**src/rtl/pipe_hazard_ctrl_pkg.sv**
```systemverilog
// Shared pipeline constants for the hazard controller: FSM encodings, timeout
// default and the load-use detection helper.
package pipe_hazard_ctrl_pkg;

  typedef enum logic [1:0] {
    RUN        = 2'd0,
    MEM_WAIT   = 2'd1,
    REDIR_PEND = 2'd2,
    HALTED     = 2'd3
  } pipe_state_t;

  localparam int          MEM_TIMEOUT_DEFAULT = 255;
  localparam logic [15:0] STALL_COUNT_MAX     = 16'hFFFF;

  function automatic logic loadUseHazard(
    input logic       memRead,
    input logic       writeEn,
    input logic [2:0] writeRegSel,
    input logic       rsUsed,
    input logic [2:0] regSelRs,
    input logic       rtUsed,
    input logic [2:0] regSelRt
  );
    return memRead & writeEn &
           ((rsUsed & (regSelRs == writeRegSel)) |
            (rtUsed & (regSelRt == writeRegSel)));
  endfunction

endpackage

```
**src/rtl/pipe_hazard_ctrl_sat_counter16.sv**
```systemverilog
// 16-bit up counter that sticks at its maximum value; synchronous active-low clear.
module sat_counter16
  import pipe_hazard_ctrl_pkg::*;
(
  input  logic        clk,
  input  logic        rst,
  input  logic        inc,
  output logic [15:0] count
);

  always_ff @(posedge clk) begin
    if (!rst) begin
      count <= '0;
    end else if (inc && (count != STALL_COUNT_MAX)) begin
      count <= count + 16'd1;
    end
  end

endmodule

```
**src/rtl/pipe_hazard_ctrl.sv**
```systemverilog
// Pipeline hazard controller: load-use stalls, redirect flushes, memory-wait
// stalls with timeout, and halt handling for a 4-stage in-order pipeline.
module pipe_hazard_ctrl
  import pipe_hazard_ctrl_pkg::*;
#(
  parameter int MEM_TIMEOUT = MEM_TIMEOUT_DEFAULT
) (
  input  logic        clk,
  input  logic        rst,
  input  logic [2:0]  regSelRs_D,
  input  logic [2:0]  regSelRt_D,
  input  logic        rsUsed_D,
  input  logic        rtUsed_D,
  input  logic        memRead_X,
  input  logic        writeEn_X,
  input  logic [2:0]  writeRegSel_X,
  input  logic        redirect_X,
  input  logic        memReq_M,
  input  logic        memDone_M,
  input  logic        halt_M,
  output logic        stall_FD,
  output logic        stall_DX,
  output logic        stall_XM,
  output logic        flush_FD,
  output logic        flush_DX,
  output logic        pcHold,
  output logic [1:0]  state,
  output logic        memFault,
  output logic [15:0] stallCount
);

  localparam int                CNT_W     = (MEM_TIMEOUT < 2) ? 1 : $clog2(MEM_TIMEOUT + 1);
  localparam logic [CNT_W-1:0] WAIT_LAST = CNT_W'(MEM_TIMEOUT - 1);

  pipe_state_t      stateQ, stateD;
  logic             pendQ, pendD;
  logic [CNT_W-1:0] waitCntQ, waitCntD;
  logic             faultQ, faultD;
  logic             loadUse;

  assign loadUse = loadUseHazard(memRead_X, writeEn_X, writeRegSel_X,
                                 rsUsed_D, regSelRs_D, rtUsed_D, regSelRt_D);

  always_ff @(posedge clk) begin
    if (!rst) begin
      stateQ   <= RUN;
      pendQ    <= 1'b0;
      waitCntQ <= '0;
      faultQ   <= 1'b0;
    end else begin
      stateQ   <= stateD;
      pendQ    <= pendD;
      waitCntQ <= waitCntD;
      faultQ   <= faultD;
    end
  end

  // Memory handshake: memReq_M starts an access, memDone_M marks its completion;
  // a request accepted together with its done costs nothing, otherwise the
  // whole pipe waits in MEM_WAIT until done (or timeout).
  always_comb begin
    stateD   = stateQ;
    pendD    = 1'b0;
    waitCntD = '0;
    faultD   = faultQ;
    unique case (stateQ)
      RUN: begin
        if (halt_M)                     stateD = HALTED;
        else if (memReq_M && !memDone_M) stateD = MEM_WAIT;
      end
      MEM_WAIT: begin
        // A redirect seen while waiting is replayed as a flush once memory completes.
        pendD = pendQ | redirect_X;
        if (halt_M) begin
          stateD = HALTED;
        end else if (memDone_M) begin
          stateD = pendD ? REDIR_PEND : RUN;
        end else if (waitCntQ == WAIT_LAST) begin
          faultD = 1'b1;
          stateD = HALTED;
        end else begin
          waitCntD = waitCntQ + CNT_W'(1);
        end
      end
      REDIR_PEND: begin
        stateD = halt_M ? HALTED : RUN;
      end
      HALTED: begin
        stateD = HALTED;
      end
      default: begin
        stateD = RUN;
      end
    endcase
  end

  always_comb begin
    stall_FD = 1'b0;
    stall_DX = 1'b0;
    stall_XM = 1'b0;
    flush_FD = 1'b0;
    flush_DX = 1'b0;
    pcHold   = 1'b0;
    if (!rst) begin
      // Reset pushes NOPs into the pipeline registers.
      flush_FD = 1'b1;
      flush_DX = 1'b1;
    end else begin
      unique case (stateQ)
        RUN: begin
          if (redirect_X) begin
            flush_FD = 1'b1;
            flush_DX = 1'b1;
          end else if (loadUse) begin
            pcHold   = 1'b1;
            stall_FD = 1'b1;
            flush_DX = 1'b1;
          end
        end
        REDIR_PEND: begin
          flush_FD = 1'b1;
          flush_DX = 1'b1;
        end
        MEM_WAIT, HALTED: begin
          pcHold   = 1'b1;
          stall_FD = 1'b1;
          stall_DX = 1'b1;
          stall_XM = 1'b1;
        end
        default: begin
          pcHold = 1'b0;
        end
      endcase
    end
  end

  assign state    = stateQ;
  assign memFault = faultQ;

  sat_counter16 u_stallCounter (
    .clk   (clk),
    .rst   (rst),
    .inc   (stall_FD),
    .count (stallCount)
  );

endmodule

```
**config.mk**
```make
export PLATFORM = sky130hd
export DESIGN_NAME = pipe_hazard_ctrl
export DESIGN_NICKNAME = d
export VERILOG_FILES = /design/src/rtl/pipe_hazard_ctrl_pkg.sv /design/src/rtl/pipe_hazard_ctrl_sat_counter16.sv /design/src/rtl/pipe_hazard_ctrl.sv
export SDC_FILE = /design/constraint.sdc
export NUM_CORES = 1
export LEC_CHECK = 0
export ABC_AREA = 1
export CORE_ASPECT_RATIO = 0.6
export CORE_MARGIN = 2
export CORE_UTILIZATION = 30
export CTS_CLUSTER_DIAMETER = 60
export CTS_CLUSTER_SIZE = 8
export DETAILED_ROUTE_END_ITERATION = 10
export PLACE_DENSITY = 0.59
export SYNTH_ARGS = -nofsm -noshare
export SYNTH_HDL_FRONTEND = slang
export SYNTH_SLANG_ARGS = --single-unit
```
**constraint.sdc**
```tcl
create_clock -name clk -period 1.7 [get_ports clk]
set_input_delay 0.17 -clock clk [delete_from_list [all_inputs] [get_ports clk]]
set_output_delay 0.17 -clock clk [all_outputs]
set_load 0.05 [all_outputs]
```
* Yosys cells after proc, flatten, opt, wreduce, memory -nomap -nowiden
Cells that the tools add are included.
Cells by class: bitwise logic cells 10, shift operators 0, div/mod/pow operators 0, $lt $le $gt $ge 0, reductions and logical operators 9, equality and inequality tests 9, muxes and demuxes 20, add/subtract/negate cells 2, $mul 0
Operators by type and width (number):
- $add A16 B1 Y16 const B | 1
- $ne A16 B16 Y1 const B | 1
- $mux W2 | 7
- $mux W1 | 9
- $add A8 B1 Y8 const B | 1
- $eq A8 B8 Y1 const B | 1
- $pmux W2 S4 | 1
- $eq A3 B3 Y1 | 2
- $pmux W1 S2 | 3
- $reduce_or A5 Y1 | 1
- $and A1 B1 Y1 | 4
- $eq A2 B2 Y1 const B | 2
- $ne A4 B4 Y1 const B | 1
- $not A1 Y1 | 4
- $reduce_and A2 Y1 | 2
- $reduce_and A4 Y1 | 1
- $ne A3 B3 Y1 const B | 1
- $eq A2 B1 Y1 const B | 1
- $logic_and A1 B1 Y1 | 2
- $logic_not A2 Y1 | 1
- $or A1 B1 Y1 | 2
- $reduce_or A2 Y1 | 1
- $logic_not A1 Y1 | 1
Storage, ports and cells: register bits after elaboration 28, memory bits (writable) 0, output and inout bits 25, latch bits 0, input port bits 19, memories 0, memory bits (read-only) 0

* Longest topological paths before layout
Gate-level depths: netlist of run 1.
word-level depth 9, depth in mapped cells 12, depth with buffers taken out 12

* Hierarchy
Synthesis of run 1 repeated with hierarchy kept, for this count alone.
Second synthesis, totals: cell total of the unflattened synthesis 272, area, all modules 1774.2 sq um
By module, submodules not included:
- sat_counter16 | cells each 149, times used 1, area an instance 996.0 sq um
- pipe_hazard_ctrl | cells each 123, times used 1, area an instance 778.2 sq um

* Worst setup path before layout of run 1
Ideal clock, no wire load.
kind reg2out, start point register stateQ[0] (netlist: state[0]), end point output port stall_FD, data arrival time 2.449 ns, slack -0.919 ns, cell stages (with the launch flop) 6, path through dfxtp_1 > nand2_1 > inv_2 > a31oi_4 > a21oi_1 > buf_4
Between the ends: cells in the longest elaborated chain, start to end 4, elaborated cells on any way between the ends 6, classes of those cells 2 x eq/ne; 2 x mux; 2 x reduce/logical
Ends and longest elaborated chain:
- start, declared | line pipe_hazard_ctrl.sv:35 | pipe_state_t stateQ, stateD;
- start signal, assigned | line pipe_hazard_ctrl.sv:51 | stateQ <= stateD;
- $eq A2 B1 Y1 or $eq A2 B2 Y1 (tied branches)
- $reduce_or A2 Y1
- $pmux W1 S2 *
- $mux W1 *
- end, declared | line pipe_hazard_ctrl.sv:21 | output logic stall_FD,
Every way passes the cells marked *; elsewhere a longest branch is shown, timed or not.

* Worst setup path after layout of run 1
start point input port rst, end point output port stall_FD
Between the ends: cells in the longest elaborated chain, start to end 1
Ends and longest elaborated chain:
- start, declared | line pipe_hazard_ctrl.sv:9 | input logic rst,
- $mux W1 | line pipe_hazard_ctrl.sv:104 | if (!rst) begin
Every way passes these cells.

==> impl_metrics.csv, run 1 <==
group,metric,value,unit
power_and_ir_drop,power.total,1.73,mW
final_layout,final_cell_area,2560,um2
placed_design,portBuffers,43,
yosys,async_flop_share,0,%
floorplanning,fp.dieH,63.4,um
sta,fin_crit,1650,ps
power_and_ir_drop,powerDensity,677,nW/um2
global_route,antenna_found_initial,0,
global_route,track_usage,14.9,%
floorplanning,ios,44,
yosys,syn_inst,267,
placed_design,place_area,2480,um2
critical_path,crit_arrival,1480,ps
drt,wl_met2,1.87,mm
final_layout,insertedDiodeCount,0,
drt,maxUsedRoutingLayer,"met4",
clock_tree,clockBufferDepth,2,
drt,routedWlPerCell,11.8,um
drt,drt-vias-per-instance,4.61,
sta,tightestPinTransition,490,ps
sta,final_hold_viol_count,0,
final_layout,layout.nets,349,
final_layout,layout-drive-gt1-share,25.2,%
floorplanning,initial_core_util,31.4,%
yosys,synth_warnings,0,
global_route,grt_pass1_vias,1616,
hold_path,hold_path_depth,1,
drt,drcViolationCount,0,
clock_tree,cts_buffers,3,
global_route,grt_pass1_wl,7.72,mm
final_layout,mostFrequentLayoutCell,"nand2_1",
yosys,syn-cell-area,1770,um2
critical_path,r2r_end,"u_stallCounter.count[0]$_SDFFE_PN0P_",
floorplanning,fp.dieArea,6540,um2
run_status,outcome,"completed",
drt,vias,1873,
clock_tree,cts.sink_count,28,
yosys,synth_area_leaders,"dfxtp_1, nand2_1, nand4_1",
floorplanning,dieWidth,103,um
final_layout,layout_common_cells,"nand2_1, nor2_1, buf_4",
yosys,avgSynthCellArea,6.62,um2
drt,drtIter0Drc,91,
hold_path,hold_path.class,"flip-flop to flip-flop",
hold_path,min_from,"state[1]$_SDFFE_PN0P_",
final_layout,area_delta_synth_final,45.0,%
critical_path,worstSetupPathType,"primary input to primary output",
global_route,grt_max_degree,18,
critical_path,critPathCaptureType,"primary output",
final_layout,instances_no_fill,406,
sta,finalMaxSlewViolations,0,
yosys,syn_nets,289,
yosys,synth_top_cell_by_area,"dfxtp_1",
floorplanning,fp-row-count,21,
yosys,synth_top_area_share,31.7,%
clock_tree,clk_pin_slew,100,ps
critical_path,critPathRequiredTime,1530,ps
drt,postRouteAntennaNets,0,
critical_path,rr_worst_depth,8,
critical_path,worst_setup_path_start_kind,"primary input",
critical_path,reg2reg_from,"u_stallCounter.count[0]$_SDFFE_PN0P_",
global_route,grt_overflow_total,0,
placed_design,dp_hpwl,3.67,mm
job,drv_cap,0,
yosys,ys_types,30,
critical_path,crit_path_max_fanout,3,
yosys,ys_ff_latch,28,
power_and_ir_drop,irDropWorstVdd,260,uV
sta,slew_headroom,67.3,%
clock_tree,htree_levels,1,
yosys,synth-edff-count,0,
power_and_ir_drop,power.leakage,1.14,nW
clock_tree,cts_root_buffer,"clkbuf_8",
sta,finalCritPeriodShare,96.9,%
sta,setup_viol,0,
yosys,ys.flop_type,"dfxtp_1",
clock_tree,clk_latency,280,ps
yosys,ys_seq_area_share,31.7,%
critical_path,reg2reg_slack,180,ps
drt,wl_met3,285,um
floorplanning,core_area,5620,um2
drt,routed_wl,4.78,mm
sta,fmax,607,MHz
placed_design,dpl.cell_count,402,
sta,skew,4.03,ps
hold_path,min_to,"pendQ$_SDFF_PN0_",
drt,drt-met1-wl,2.57,mm
placed_design,gp_congestion,0.769,
drt,drt_pass1_iterations,4,
clock_tree,tritoncts,"done",
[kinds of logic after synthesis]
logic type	after synthesis	share of synthesized area [%]
AOI/OAI and AO/OA	23	7.65
xor gates and xnor gates	11	5.45
adders and majority gates	3	2.12
buffers and inverters	41	9.91
DFF	28	31.7
and+or+nand+nor	161	43.1
[report_power, final]
group	internal, mW	switching, mW	total, mW
registers	0.675	0.0248	0.699
logic	0.205	0.294	0.499
clock network	0.316	0.219	0.534
total	1.20	0.538	1.73
[worst max-delay path by stage]
stage	slack, ps	to	startpoint
after floorplan	8	u_stallCounter.count[13]$_SDFFE_PN0P_	u_stallCounter.count[9]$_SDFFE_PN0P_
after global placement	-90	pcHold	writeRegSel_X[1]
after detailed placement	-110	stall_FD	writeRegSel_X[0]
after CTS	10	flush_DX	regSelRs_D[2]
after global routing	-5	flush_DX	rtUsed_D
final	50	stall_FD	rst
[flip-flops by register name, indices dropped and copies added (netlist names)]
name                  count
u_stallCounter.count     16
state                     2
waitCntQ                  8
memFault                  1
pendQ                     1
[through the flow]
| stage | util, % | setup slack [ps] | setup TNS, ps | hold slack, ps |
|---|---|---|---|---|
| floorplan | - | 7.74 | 0 | 272 |
| global placement | 44.0 | -85.1 | -1010 | 445 |
| detailed placement | 44.0 | -107 | -1360 | 458 |
| CTS | 45.2 | 9.64 | 0 | 478 |
| global route | 45.5 | -5.10 | -5.10 | 493 |
| finish | 45.5 | 52.6 | 0 | 477 |
[cells in the mapped netlist, drive strengths merged (2+ instances only)]
cell type  count
clkbuf         2
a31oi          2
nand3         14
inv           33
nand2         79
or2            2
buf            5
dfxtp         28
xnor2          2
a21oi         16
ha             3
nor2          38
o21ai          4
xor2           9
nor3           5
nand4         23
[per-layer routing]
metal	global-route usage, %	vias to the layer above
met1	24.4	836
met2	19.5	53
li1	-	980
met5	0	-
met3	2.55	4
met4	3.95	0
[what timing repair did]
action	4_1_cts	5_1_grt
resized for setup	7	8
setup endpoints to repair	3	16
setup buffers	1	0
pin swaps	4	7
hold buffers	0	0
[layout make-up]
| type | count | area [um2] |
|---|---|---|
| Fill cell | 594 | 3060 |
| Multi-Input combinational cell | 198 | 1070 |
| Timing Repair Buffer | 62 | 594 |
| Sequential cell | 28 | 587 |
| Inverter | 34 | 138 |
| Tap cell | 80 | 100 |
| Clock buffer | 3 | 41.3 |
| Clock inverter | 1 | 30.0 |
[critical path: stages]
cell and delay, ps:
clkdlybuf4s50_1 470, buf_4 150, nand2_4 70, inv_6 60, a31oi_4 40, buf_4 170, a21oi_4 190, buf_12 170
Power figures use the tool's default switching activity.
==> inputs of run 2 (changes only) <==
Settings changed: CORE_ASPECT_RATIO 0.6 to 1.75, CTS_CLUSTER_SIZE 8 to 12.
==> impl_metrics.csv, run 2 (synthesis results as in run 1) <==
group,metric,value,unit
drt,drt_pass1_iterations,4,
floorplanning,dieWidth,62.0,um
sta,rsz0062_at_grt,"no",
sta,tightestPinTransition,499,ps
placed_design,portBuffers,43,
floorplanning,ios,44,
clock_tree,tritoncts,"done",
final_layout,area_delta_synth_final,43.6,%
clock_tree,clockBufferDepth,2,
critical_path,critPathMaxStageDelay,800,ps
drt,vias,1855,
critical_path,reg2reg_from,"u_stallCounter.count[0]$_SDFFE_PN0P_",
sta,skew,4.31,ps
sta,finalCritPeriodShare,96.4,%
critical_path,cpMaxStageDelayCell,"clkdlybuf4s50_1",
sta,final_hold_viol_count,0,
critical_path,startpoint,"state[1]$_SDFFE_PN0P_",
clock_tree,cts_root_buffer,"clkbuf_8",
clock_tree,cts.sink_count,28,
sta,fin_crit,1640,ps
drt,routed_wl,4.60,mm
final_layout,final_cell_area,2540,um2
clock_tree,clk_latency,280,ps
placed_design,dp_hpwl,3.63,mm
placed_design,place_area,2460,um2
power_and_ir_drop,irDropWorstVdd,472,uV
critical_path,crit_chain,"clkdlybuf4s50_1",
final_layout,largest_reg_flops,16,
final_layout,top_register,"u_stallCounter.count",
job,drv_cap,0,
final_layout,layout_common_cells,"nand2_1, nor2_1, inv_1",
critical_path,crit_path_max_fanout,5,
hold_path,hold_path.class,"primary input to flip-flop",
hold_path,min_to,"pendQ$_SDFF_PN0_",
clock_tree,htree_levels,1,
sta,fmax,610,MHz
sta,slew_headroom,66.7,%
floorplanning,fp-row-count,37,
global_route,track_usage,14.8,%
critical_path,crit_arrival,1470,ps
global_route,antenna_found_initial,0,
global_route,grt_pass1_wl,7.45,mm
critical_path,cp.depth,1,
sta,finalMaxSlewViolations,0,
drt,routedWlPerCell,11.5,um
clock_tree,clk_pin_slew,100,ps
hold_path,hold_path_depth,3,
drt,drtIter0Drc,82,
final_layout,insertedDiodeCount,0,
critical_path,worst_setup_path_start_kind,"flip-flop",
floorplanning,initial_core_util,30.5,%
floorplanning,core_area,5790,um2
hold_path,min_from,"rst",
critical_path,critPathCaptureType,"primary output",
placed_design,gp_congestion,0.852,
critical_path,r2r_end,"u_stallCounter.count[14]$_SDFFE_PN0P_",
floorplanning,fp.dieH,106,um
clock_tree,postCtsHoldBufs,0,
final_layout,mostFrequentLayoutCell,"nand2_1",
global_route,grt_max_degree,18,
critical_path,crit_family,"buffers and inverters",
floorplanning,fp.dieArea,6540,um2
run_status,outcome,"completed",
global_route,grt_pass1_vias,1755,
global_route,grt_overflow_total,0,
critical_path,worst-path-buf-inv,1,
drt,drcViolationCount,0,
critical_path,rr_worst_depth,7,
sta,setup_viol,0,
final_layout,layout.nets,344,
final_layout,layout-drive-gt1-share,22.1,%
clock_tree,cts_buffers,3,
critical_path,worstSetupPathType,"flip-flop to primary output",
critical_path,critPathRequiredTime,1530,ps
drt,drt-vias-per-instance,4.65,
power_and_ir_drop,power.leakage,1.11,nW
critical_path,reg2reg_slack,150,ps
drt,postRouteAntennaNets,0,
final_layout,post-route-util,43.8,%
power_and_ir_drop,powerDensity,679,nW/um2
## run 2: changes by cell type in the layout (fill, tap and decap cells not counted), sizes merged
| cell | delta |
|---|---|
| dlymetal6s2s | -2 |
| dlygate4sd2 | +4 |
| clkdlybuf4s50 | +1 |
| buf | -8 |
## run 2: routing by layer
layer | part of all wire [%] | track usage (%)
met1 | 38 | 14.7
met2 | 57 | 27.8
met3 | 2.2 | 1.60
met4 | 2.8 | 6.84
met5 | 0 | 0
## run 2: timing repair
item | in CTS | in global routing
pin swaps | 8 | 1
resized for setup | 12 | 1
setup endpoints to repair | 3 | 3
setup buffers | 1 | 0
## run 2: where the power goes
| part | switching (mW) | internal, mW |
|---|---|---|
| clock | 0.224 | 0.316 |
| sequential | 0.0254 | 0.675 |
| combinational | 0.286 | 0.198 |
## run 2: how the worst max path moves through the flow
stage	end	slack, ps
6_report	state[1]	60
3_3_place_gp	pcHold	-90
4_1_cts	stallCount[9]	50
2_1_floorplan	u_stallCounter.count[13]$_SDFFE_PN0P_	8
5_1_grt	stall_FD	3
3_5_place_dp	stall_FD	-100
## run 2: tightest hold or removal path: cells and delay by family
kind / cells / cell delay (ps)
simple gates: 2 / 170
buf+inv: 1 / 310
## run 2: cell type report
type	count	area, um2
inverters	34	138
repair buffers	57	579
multi-input cells	198	1060
fillers	603	3250
flip-flops and latches	28	587
well taps	78	97.6
clock inverters	1	30.0
clock buffers	3	41.3
## run 2: stage by stage
stage               instances  TNS, ps  worst slack [ps]  hold WS (ps)  power [mW]
floorplan                 267        0              7.74           272       0.999
global placement          394    -1010             -94.6           442        1.21
detailed placement        394    -1260              -103           454        1.21
CTS                       399        0              50.2           417        1.74
global route              399        0              3.47           416        1.80
finish                    399        0              61.6           409        1.72
